**src/rtl/cdr_pkg.sv**
```systemverilog
// Shared types and constants for the CDR frame synchroniser.
package cdr_pkg;

  typedef enum logic [1:0] {
    HUNT   = 2'd0,
    VERIFY = 2'd1,
    LOCKED = 2'd2
  } cdr_state_t;

  localparam logic [7:0] SYNC_WORD_DEFAULT = 8'hA7;

  // Frame bit counter must hold FRAME_LEN-1; 8 bits covers frames up to 256 bits.
  localparam int BIT_CNT_W  = 8;
  // Hit and miss counters cover the 1..15 lock/loss thresholds.
  localparam int HIT_CNT_W  = 4;
  localparam int MISS_CNT_W = 4;
  localparam int ERR_CNT_W  = 8;

  function automatic int frame_len(input int sync_w, input int payload_bytes);
    return sync_w + 8 * payload_bytes;
  endfunction

endpackage

```
**src/rtl/cdr_frame_sync_byte_assembler.sv**
```systemverilog
// Payload byte assembler: collects eight MSB-first bits into a registered byte.
// A clear discards any partial byte so every frame starts on a byte boundary.
module cdr_byte_assembler (
  input  logic       clk,
  input  logic       rst_n,
  input  logic       shift,
  input  logic       clear,
  input  logic       bit_in,
  output logic [7:0] byte_out,
  output logic       byte_valid
);

  logic [6:0] sr;
  logic [2:0] idx;

  // Shift payload bits in; on the eighth bit publish the byte for one cycle.
  always_ff @(posedge clk) begin
    if (!rst_n) begin
      sr         <= '0;
      idx        <= '0;
      byte_out   <= '0;
      byte_valid <= 1'b0;
    end else begin
      byte_valid <= 1'b0;
      if (shift) begin
        if (idx == 3'd7) begin
          byte_out   <= {sr, bit_in};
          byte_valid <= 1'b1;
          sr         <= '0;
          idx        <= '0;
        end else begin
          sr  <= {sr[5:0], bit_in};
          idx <= idx + 3'd1;
        end
      end else if (clear) begin
        sr  <= '0;
        idx <= '0;
      end
    end
  end

endmodule

```
**src/rtl/cdr_frame_sync.sv**
```systemverilog
// Frame synchroniser for the CDR recovered bit stream: hunts for the sync
// word, verifies alignment over consecutive frames, then emits payload bytes
// while a flywheel rides through isolated sync errors.
//
// state  | meaning
// HUNT   | sliding compare of every bit against the sync word, no output
// VERIFY | candidate alignment found, counting consecutive sync hits
// LOCKED | aligned; payload bytes emitted, sync misses tracked
module cdr_frame_sync
  import cdr_pkg::*;
#(
  parameter int               SYNC_W        = 8,
  parameter logic [SYNC_W-1:0] SYNC_WORD    = SYNC_W'(SYNC_WORD_DEFAULT),
  parameter int               PAYLOAD_BYTES = 4,
  parameter int               LOCK_CNT      = 2,
  parameter int               LOSS_CNT      = 3
) (
  input  logic       clk,
  input  logic       rst_n,
  input  logic       ena,
  input  logic       bit_valid,
  input  logic       bit_in,
  output logic [7:0] byte_out,
  output logic       byte_valid,
  output logic       frame_start,
  output logic       locked,
  output logic [1:0] state_o,
  output logic [7:0] sync_err_cnt
);

  localparam int FRAME_LEN = frame_len(SYNC_W, PAYLOAD_BYTES);
  localparam logic [BIT_CNT_W-1:0] LAST_CNT     = BIT_CNT_W'(FRAME_LEN - 1);
  localparam logic [BIT_CNT_W-1:0] PAYLOAD_BITS = BIT_CNT_W'(8 * PAYLOAD_BYTES);
  localparam logic [BIT_CNT_W-1:0] FIRST_BYTE_END = BIT_CNT_W'(7);
  localparam logic [HIT_CNT_W-1:0]  LOCK_TH = HIT_CNT_W'(LOCK_CNT);
  localparam logic [MISS_CNT_W-1:0] LOSS_TH = MISS_CNT_W'(LOSS_CNT);

  cdr_state_t            state, state_next;
  logic [SYNC_W-1:0]     sr, sr_next;
  logic [BIT_CNT_W-1:0]  bit_cnt, bit_cnt_next;
  logic [HIT_CNT_W-1:0]  hits, hits_next, hits_inc;
  logic [MISS_CNT_W-1:0] misses, misses_next, misses_inc;
  logic [ERR_CNT_W-1:0]  err_cnt, err_next;
  logic                  frame_start_next;
  logic                  asm_shift, asm_clear;
  logic                  bit_evt, sync_hit, at_check, in_payload;

  assign bit_evt    = ena & bit_valid;
  assign sr_next    = {sr[SYNC_W-2:0], bit_in};
  assign sync_hit   = (sr_next == SYNC_WORD);
  assign at_check   = (bit_cnt == LAST_CNT);
  assign in_payload = (bit_cnt < PAYLOAD_BITS);
  assign hits_inc   = hits + 1'b1;
  assign misses_inc = misses + 1'b1;

  // State and counter registers; everything holds unless a bit event occurs.
  always_ff @(posedge clk) begin
    if (!rst_n) begin
      state       <= HUNT;
      sr          <= '0;
      bit_cnt     <= '0;
      hits        <= '0;
      misses      <= '0;
      err_cnt     <= '0;
      frame_start <= 1'b0;
    end else begin
      state       <= state_next;
      bit_cnt     <= bit_cnt_next;
      hits        <= hits_next;
      misses      <= misses_next;
      err_cnt     <= err_next;
      frame_start <= frame_start_next;
      if (bit_evt) begin
        sr <= sr_next;
      end
    end
  end

  // Next-state, frame position tracking and assembler control.
  always_comb begin
    state_next       = state;
    bit_cnt_next     = bit_cnt;
    hits_next        = hits;
    misses_next      = misses;
    err_next         = err_cnt;
    frame_start_next = 1'b0;
    asm_shift        = 1'b0;
    asm_clear        = 1'b0;

    if (bit_evt) begin
      case (state)
        HUNT: begin
          asm_clear = 1'b1;
          if (sync_hit) begin
            state_next   = VERIFY;
            bit_cnt_next = '0;
            hits_next    = HIT_CNT_W'(1);
          end
        end

        VERIFY: begin
          asm_clear = 1'b1;
          if (at_check) begin
            bit_cnt_next = '0;
            if (sync_hit) begin
              hits_next = hits_inc;
              if (hits_inc == LOCK_TH) begin
                state_next  = LOCKED;
                misses_next = '0;
              end
            end else begin
              state_next = HUNT;
              hits_next  = '0;
            end
          end else begin
            bit_cnt_next = bit_cnt + 1'b1;
          end
        end

        LOCKED: begin
          if (in_payload) begin
            asm_shift        = 1'b1;
            frame_start_next = (bit_cnt == FIRST_BYTE_END);
          end
          if (at_check) begin
            asm_clear    = 1'b1;
            bit_cnt_next = '0;
            if (sync_hit) begin
              misses_next = '0;
            end else begin
              misses_next = misses_inc;
              if (err_cnt != '1) begin
                err_next = err_cnt + 1'b1;
              end
              if (misses_inc == LOSS_TH) begin
                state_next  = HUNT;
                hits_next   = '0;
                misses_next = '0;
              end
            end
          end else begin
            bit_cnt_next = bit_cnt + 1'b1;
          end
        end

        default: begin
          state_next   = HUNT;
          bit_cnt_next = '0;
          hits_next    = '0;
          misses_next  = '0;
        end
      endcase
    end
  end

  cdr_byte_assembler u_asm (
    .clk        (clk),
    .rst_n      (rst_n),
    .shift      (asm_shift),
    .clear      (asm_clear),
    .bit_in     (bit_in),
    .byte_out   (byte_out),
    .byte_valid (byte_valid)
  );

  assign locked       = (state == LOCKED);
  assign state_o      = state;
  assign sync_err_cnt = err_cnt;

endmodule

```
**config.mk**
```make
export PLATFORM = sky130hd
export DESIGN_NAME = cdr_frame_sync
export DESIGN_NICKNAME = d
export VERILOG_FILES = /design/src/rtl/cdr_pkg.sv /design/src/rtl/cdr_frame_sync_byte_assembler.sv /design/src/rtl/cdr_frame_sync.sv
export SDC_FILE = /design/constraint.sdc
export NUM_CORES = 1
export LEC_CHECK = 0
export ABC_AREA = 0
export BUFFER_PORTS_ARGS = -buffer_cell sky130_fd_sc_hd__buf_2
export CAP_MARGIN = 20
export CORE_MARGIN = 2
export CORE_UTILIZATION = 40
export DETAILED_ROUTE_END_ITERATION = 12
export HOLD_SLACK_MARGIN = 0.05
export PLACE_DENSITY_LB_ADDON = 0.08
export REMOVE_ABC_BUFFERS = 1
export SYNTH_ARGS = -nofsm -noshare
export SYNTH_HDL_FRONTEND = slang
export SYNTH_SLANG_ARGS = --single-unit
```
**constraint.sdc**
```tcl
create_clock -name clk -period 2.35 [get_ports clk]
set_input_delay 0.47 -clock clk [delete_from_list [all_inputs] [get_ports clk]]
set_output_delay 0.47 -clock clk [all_outputs]
set_load 0.02 [all_outputs]
```
==> results of run 1 <==
-- cells in the mapped netlist (all sizes together) --
cell type	instances	area, sq um
dfxtp	53	1060
nand2	46	175
nor2	35	131
a21oi	22	110
nand3	13	82.6
ha	12	150
and3	10	65.1
inv	10	37.5
a22oi	9	67.6
nand4	9	56.3
o21ai	9	45.0
xor2	9	78.8
clkbuf	7	36.3
mux2i	6	60.1
buf	4	17.5
and2	3	18.8
nand4b	3	41.3
nor4	3	40.0
o221a	3	33.8
or4	3	22.5
nor2b	2	12.5
nor3	2	10.0
o211ai	2	15.0
o41ai	2	25.0
xnor2	2	17.5
a31o	1	8.76
a31oi	1	6.26
a41oi	1	8.76
and4bb	1	12.5
o21a	1	7.51
o22a	1	8.76
o311ai	1	8.76
o31ai	1	7.51
or2	1	6.26
or3	1	6.26
-- through the flow --
step                instances  worst slack (ps)  TNS [ps]  cell area [sq um]
finish                    396               228         0               2850
global route              396              24.5         0               2850
CTS                       396               197         0               2850
detailed placement        388               188         0               2730
global placement          388               178         0               2730
floorplan                 278              -130     -1790               2440
-- worst max path at each step --
stage / start / end / slack (ps)
5_1_grt: bit_cnt[0] / state_o[0] / 20
6_report: bit_cnt[0] / state_o[0] / 230
3_3_place_gp: bit_in / hits[3] / 180
4_1_cts: misses[0] / state_o[0] / 200
3_5_place_dp: bit_in / hits[3] / 190
2_1_floorplan: state_o[1] / u_asm.sr[0] / -130
-- sequential cells by signal (all words and copies together) (netlist names) --
signal            count
u_asm.byte_out        8
u_asm.idx             3
hits                  4
u_asm.sr              7
sr                    7
sync_err_cnt          8
u_asm.byte_valid      1
frame_start           1
bit_cnt               8
state_o               2
misses                4
-- power by group through the flow --
stage,combinational [mW],clock (mW),sequential [mW]
floorplan,0.0179,0,0.920
global placement,0.0411,0,0.920
detailed placement,0.0408,0,0.920
CTS,0.0410,0.660,0.900
global route,0.0450,0.687,0.900
finish,0.0397,0.638,0.900
-- repair_timing --
| action | in CTS | in global routing |
|---|---|---|
| hold endpoints to repair | 0 | 0 |
| setup endpoints to repair | 0 | 3 |
| gates resized for setup | 0 | 1 |
-- cells by family after synthesis --
kind of cell	share of synthesized area (%)
AND/OR/NAND/NOR	27.3
AO/OA/AOI/OAI	14.2
flip-flops	42.6
buffers and inverters	3.66
adder cells (fa/ha/maj)	6.02
XOR/XNOR	3.87
multiplexers	2.41
-- worst min-delay path: stages --
cell and delay (ps):
buf_2 140, nand2_1 60, a21oi_1 50
-- area by class of cell --
type | instances | area [sq um]
flip-flops and latches | 53 | 1060
clock buffers | 5 | 68.8
clock inverters | 3 | 43.8
inverters | 10 | 37.5
multi-input cells | 215 | 1340
repair buffers | 35 | 200
fillers | 613 | 3110
well taps | 75 | 93.8
-- routing by layer --
metal | wire [um] | share of wire, %
met2 | 2230 | 44
met5 | 0 | 0
met4 | 59 | 1.2
met3 | 152 | 3.0
met1 | 2600 | 52
==> results.toml, run 1 <==
[run_status]
status = "finished clean"

[pwr]
ir_drop_uv = 329
p_leak_nw = 1.14
comb_power_share_pct = 2.5
cell_internal_pwr_mw = 1.23
powerDensity_nw_per_um2 = 554
swShare_pct = 22.1
switching_power_mw = 0.349
total_power_mw = 1.58
clock_power_share_pct = 40.4
p_seq_share_pct = 57.0

[cts]
postCtsSetupBuffers = 0
ctsHtreeMaxLevel = 2
clock_latency_ps = 310
cts-hold-fix-buffers = 0
cts_made_buffers = 5
path_clk_slew_ps = 100
cts_num_sinks = 53
cts_root_buf = "clkbuf_8"
cts_tree = "yes"
ctsLongestPathBuffers = 2

[floorplan]
row_count = 28
die_h_um = 82.9
start_util_pct = 41.8
io_pins = 26
core_area_sq_um = 5960
die_area_sq_um = 6880
die_w_um = 82.9

[timing]
hold_violations = 0
clock.fmax_mhz = 471
rsz0062_at_grt = "false"
slew_headroom_pct = 51.3
tightestPinTransition_ps = 730
setup_violations = 0
fin_crit_sh_pct = 90.3
fin_crit_ps = 2120
finClkSkew_ps = 7.70
holdWs_ps = 447
slew_viol_final = 0

[global_route]
antenna_found_initial = 0
grt_remaining_overflow = 0
grt_use_met1_pct = 20.8
grt_pass1_vias = 1929
grtUsageMet2_pct = 22.8
grtUsageMet3_pct = 3.68
grt_start_max_net_pins = 25
grt_pass1_wl_um = 8800
grt_util_all_layers_pct = 15.0
busiest_layer = "met2"

[worst_hold_path]
hold_path.class = "primary input to flop"
min-delay-start = "bit_in"
worst_hold_path.endpoint = "sr[0]"
holdPathStages = 3

[critical_path]
cp_top_family = "simple AND/OR/NAND/NOR gates"
critPathKind = "flop to flop"
arrival_ps = 2370
crit_chain = "ha_1 > and4bb_2 > nand3_4 > o21ai_0 > nand3_2 > buf_4 > a21oi_1 > mux2i_1"
path_buf_inv = 1
slowest_stage = "dfxtp_1"
reg2reg_depth = 8
r2r_setup_slack_ps = 230
required_ps = 2600
max_stage_delay_ps = 390
critical_path_peak_fanout = 7
reg2reg_from = "bit_cnt[0]"
r2r-end = "state_o[0]"
path_depth = 8
cp-start-kind = "flop"
cp-end-kind = "flop"

[synth]
ys_seq_elements = 53
synth.distinct_cells = 45
synth.cell_area_sq_um = 2490
syn_inst = 289
synth_warnings = 0
ys_seq_area_share_pct = 42.6
synth.avg_cell_area_sq_um = 8.62

[route]
wl_per_cell_um = 12.7
first_pass_iters = 4
initialDrtViolationCount = 68
via_per_inst = 5.17
num_vias = 2046
drc_errors = 0
routed_wl_um = 5040
ant_nets = 0

[placement]
hpwl_um = 3550
port_buffers = 25
place.gp.congestion = 0.759

[cells_and_area]
diodes = 0
finish.utilization_pct = 47.8
final_layout_size_suffix_gt1_share_pct = 18.1
final_cell_mix = "dfxtp_1, nand2_1, nor2_1"
nNetsFinal = 337
area_growth_pct = 14.2
final_common_cell = "dfxtp_1"

[flow_run]
maxCapViolCount = 0
No activity file was read; power rests on OpenSTA's default activity.
==> inputs of run 2 (changes only) <==
--- a/config.mk
+++ b/config.mk
@@ -13,7 +13,6 @@
 export DETAILED_ROUTE_END_ITERATION = 12
 export HOLD_SLACK_MARGIN = 0.05
 export PLACE_DENSITY_LB_ADDON = 0.08
-export REMOVE_ABC_BUFFERS = 1
 export SYNTH_ARGS = -nofsm -noshare
 export SYNTH_HDL_FRONTEND = slang
 export SYNTH_SLANG_ARGS = --single-unit
==> run 2 against run 1 <==
Register-to-register slack is essentially flat. Die area is the same. Clock power shrank 15%. Critical path depth is the same. Sequential power is essentially flat. Combinational power grew 2%. Sequential share of layout area shrank 0.20 points. Fmax grew 0.19%.
==> results.toml, run 2 (synthesis gave the netlist of run 1 again) <==
[run_status]
status = "finished clean"

[critical_path]
slowest_stage = "or3_1"
reg2reg_depth = 8
cp-end-kind = "flop"
arrival_ps = 2370
crit_chain = "ha_1 > and4bb_2 > a41oi_1 > o311ai_1 > buf_4 > nand3_2 > or3_1 > a21oi_1"
r2r-end = "hits[1]"
max_stage_delay_ps = 390
r2r_setup_slack_ps = 230
critical_path_peak_fanout = 8
cp_top_family = "simple AND/OR/NAND/NOR gates"
cp-start-kind = "flop"
critPathKind = "flop to flop"
required_ps = 2600
reg2reg_from = "bit_cnt[0]"
path_buf_inv = 1

[cells_and_area]
n_fill_cell = 619
design_area_sq_um = 2860
area_growth_pct = 14.8
multi_input_area_sq_um = 1340
nNetsFinal = 341
seq_area_sq_um = 1060
diodes = 0
final_cell_mix = "dfxtp_1, nand2_1, nor2_1"
final_common_cell = "dfxtp_1"
final_layout_size_suffix_gt1_share_pct = 19.4

[cts]
clock_latency_ps = 310
postCtsSetupBuffers = 0
ctsHtreeMaxLevel = 2
cts_made_buffers = 5
path_clk_slew_ps = 100
cts_tree = "yes"
cts_num_sinks = 53
ctsLongestPathBuffers = 2
cts_root_buf = "clkbuf_8"

[floorplan]
die_area_sq_um = 6880
die_h_um = 82.9
core_area_sq_um = 5960
row_count = 28
io_pins = 26
start_util_pct = 41.8
die_w_um = 82.9

[global_route]
grt_use_met1_pct = 22.7
grtUsageMet2_pct = 23.2
busiest_layer = "met2"
grt_pass1_wl_um = 9050
grt_remaining_overflow = 0
grt_util_all_layers_pct = 15.6
grt_start_max_net_pins = 24
grt_pass1_vias = 1873
grtUsageMet3_pct = 3.58
antenna_found_initial = 0

[placement]
placed_cell_area_sq_um = 2760
place.gp.congestion = 0.806
port_buffers = 25
pre_cts_ws_ps = 220
hpwl_um = 3710

[route]
via_per_inst = 5.20
num_vias = 2079
wl_per_cell_um = 12.9
ant_nets = 0
initialDrtViolationCount = 81
first_pass_iters = 4
routed_wl_um = 5180
drc_errors = 0

[timing]
fin_ws_ps = 232
slew_headroom_pct = 66.8
rsz0062_at_grt = "false"
fin_crit_sh_pct = 90.1
finalSetupTns_ps = 0
setup_violations = 0
fin_crit_ps = 2120
tightestPinTransition_ps = 492
slew_viol_final = 0
hold_violations = 0
finClkSkew_ps = 5.41
clock.fmax_mhz = 472

[worst_hold_path]
holdPathStages = 3
worst_hold_path.endpoint = "sr[0]"
min-delay-start = "bit_in"
hold_path.class = "primary input to flop"

[flow_run]
maxCapViolCount = 0

[pwr]
powerDensity_nw_per_um2 = 518
ir_drop_uv = 251
p_leak_nw = 1.15

[synth]
synth.net_count = 306
run 2: changes by cell type in the layout (fill, tap and decap cells not counted), sizes merged:
cell | previous run | this run
clkinvlp | 0 | 1
bufinv | 1 | 0
buf | 35 | 39
inv | 11 | 12
clkinv | 1 | 0
run 2: per-stage QoR:
| stage | cells | hold WS (ps) | utilization (%) | power [mW] |
|---|---|---|---|---|
| floorplan | 289 | 444 | - | 0.945 |
| global placement | 392 | 440 | 46.4 | 0.961 |
| detailed placement | 392 | 444 | 46.4 | 0.961 |
| CTS | 400 | 446 | 48.0 | 1.51 |
| global route | 400 | 467 | 48.0 | 1.55 |
| finish | 400 | 448 | 48.0 | 1.48 |
run 2: repair_timing:
| action | in CTS | in global routing |
|---|---|---|
| hold buffers | 0 | 0 |
| resized for setup | 0 | 3 |
| setup endpoints to repair | 0 | 5 |
run 2: final cells by class:
cell class | count | share of cell area (%)
clock inverter | 3 | 0.875
multi-input combinational | 215 | 47.0
inverter | 10 | 1.31
clock buffer | 5 | 2.41
sequential | 53 | 37.1
timing repair buffer | 39 | 8.05
tap | 75 | 3.28
run 2: how the worst max path moves through the flow:
| stage | end | cells past startpoint | startpoint |
|---|---|---|---|
| after floorplan | sync_err_cnt[7] | 6 | state_o[1] |
| after global placement | hits[1] | 7 | bit_in |
| after detailed placement | hits[1] | 7 | bit_in |
| after CTS | hits[1] | 8 | misses[0] |
| after global routing | hits[1] | 8 | bit_cnt[0] |
| final | hits[1] | 8 | bit_cnt[0] |
run 2: routing by layer:
| layer | up-vias | share of wire (%) |
|---|---|---|
| li1 | 1083 | - |
| met1 | 963 | 53 |
| met2 | 27 | 43 |
| met3 | 6 | 3.2 |
| met4 | 0 | 1.1 |
| met5 | - | 0 |
run 2: report_power, final:
| part | internal, mW | switching [mW] | leakage [nW] |
|---|---|---|---|
| registers | 0.899 | 0.000915 | 0.427 |
| clock network | 0.218 | 0.323 | 0.0452 |
| logic | 0.00996 | 0.0304 | 0.673 |
run 2: worst register-to-register path, delay by kind of cell, from the launching register on:
family | cells | cell delay, ps
AOI/OAI and AO/OA | 3 | 440
adders and majority gates | 1 | 210
buffers and inverters | 1 | 170
DFF | 1 | 380
and+or+nand+nor | 3 | 860
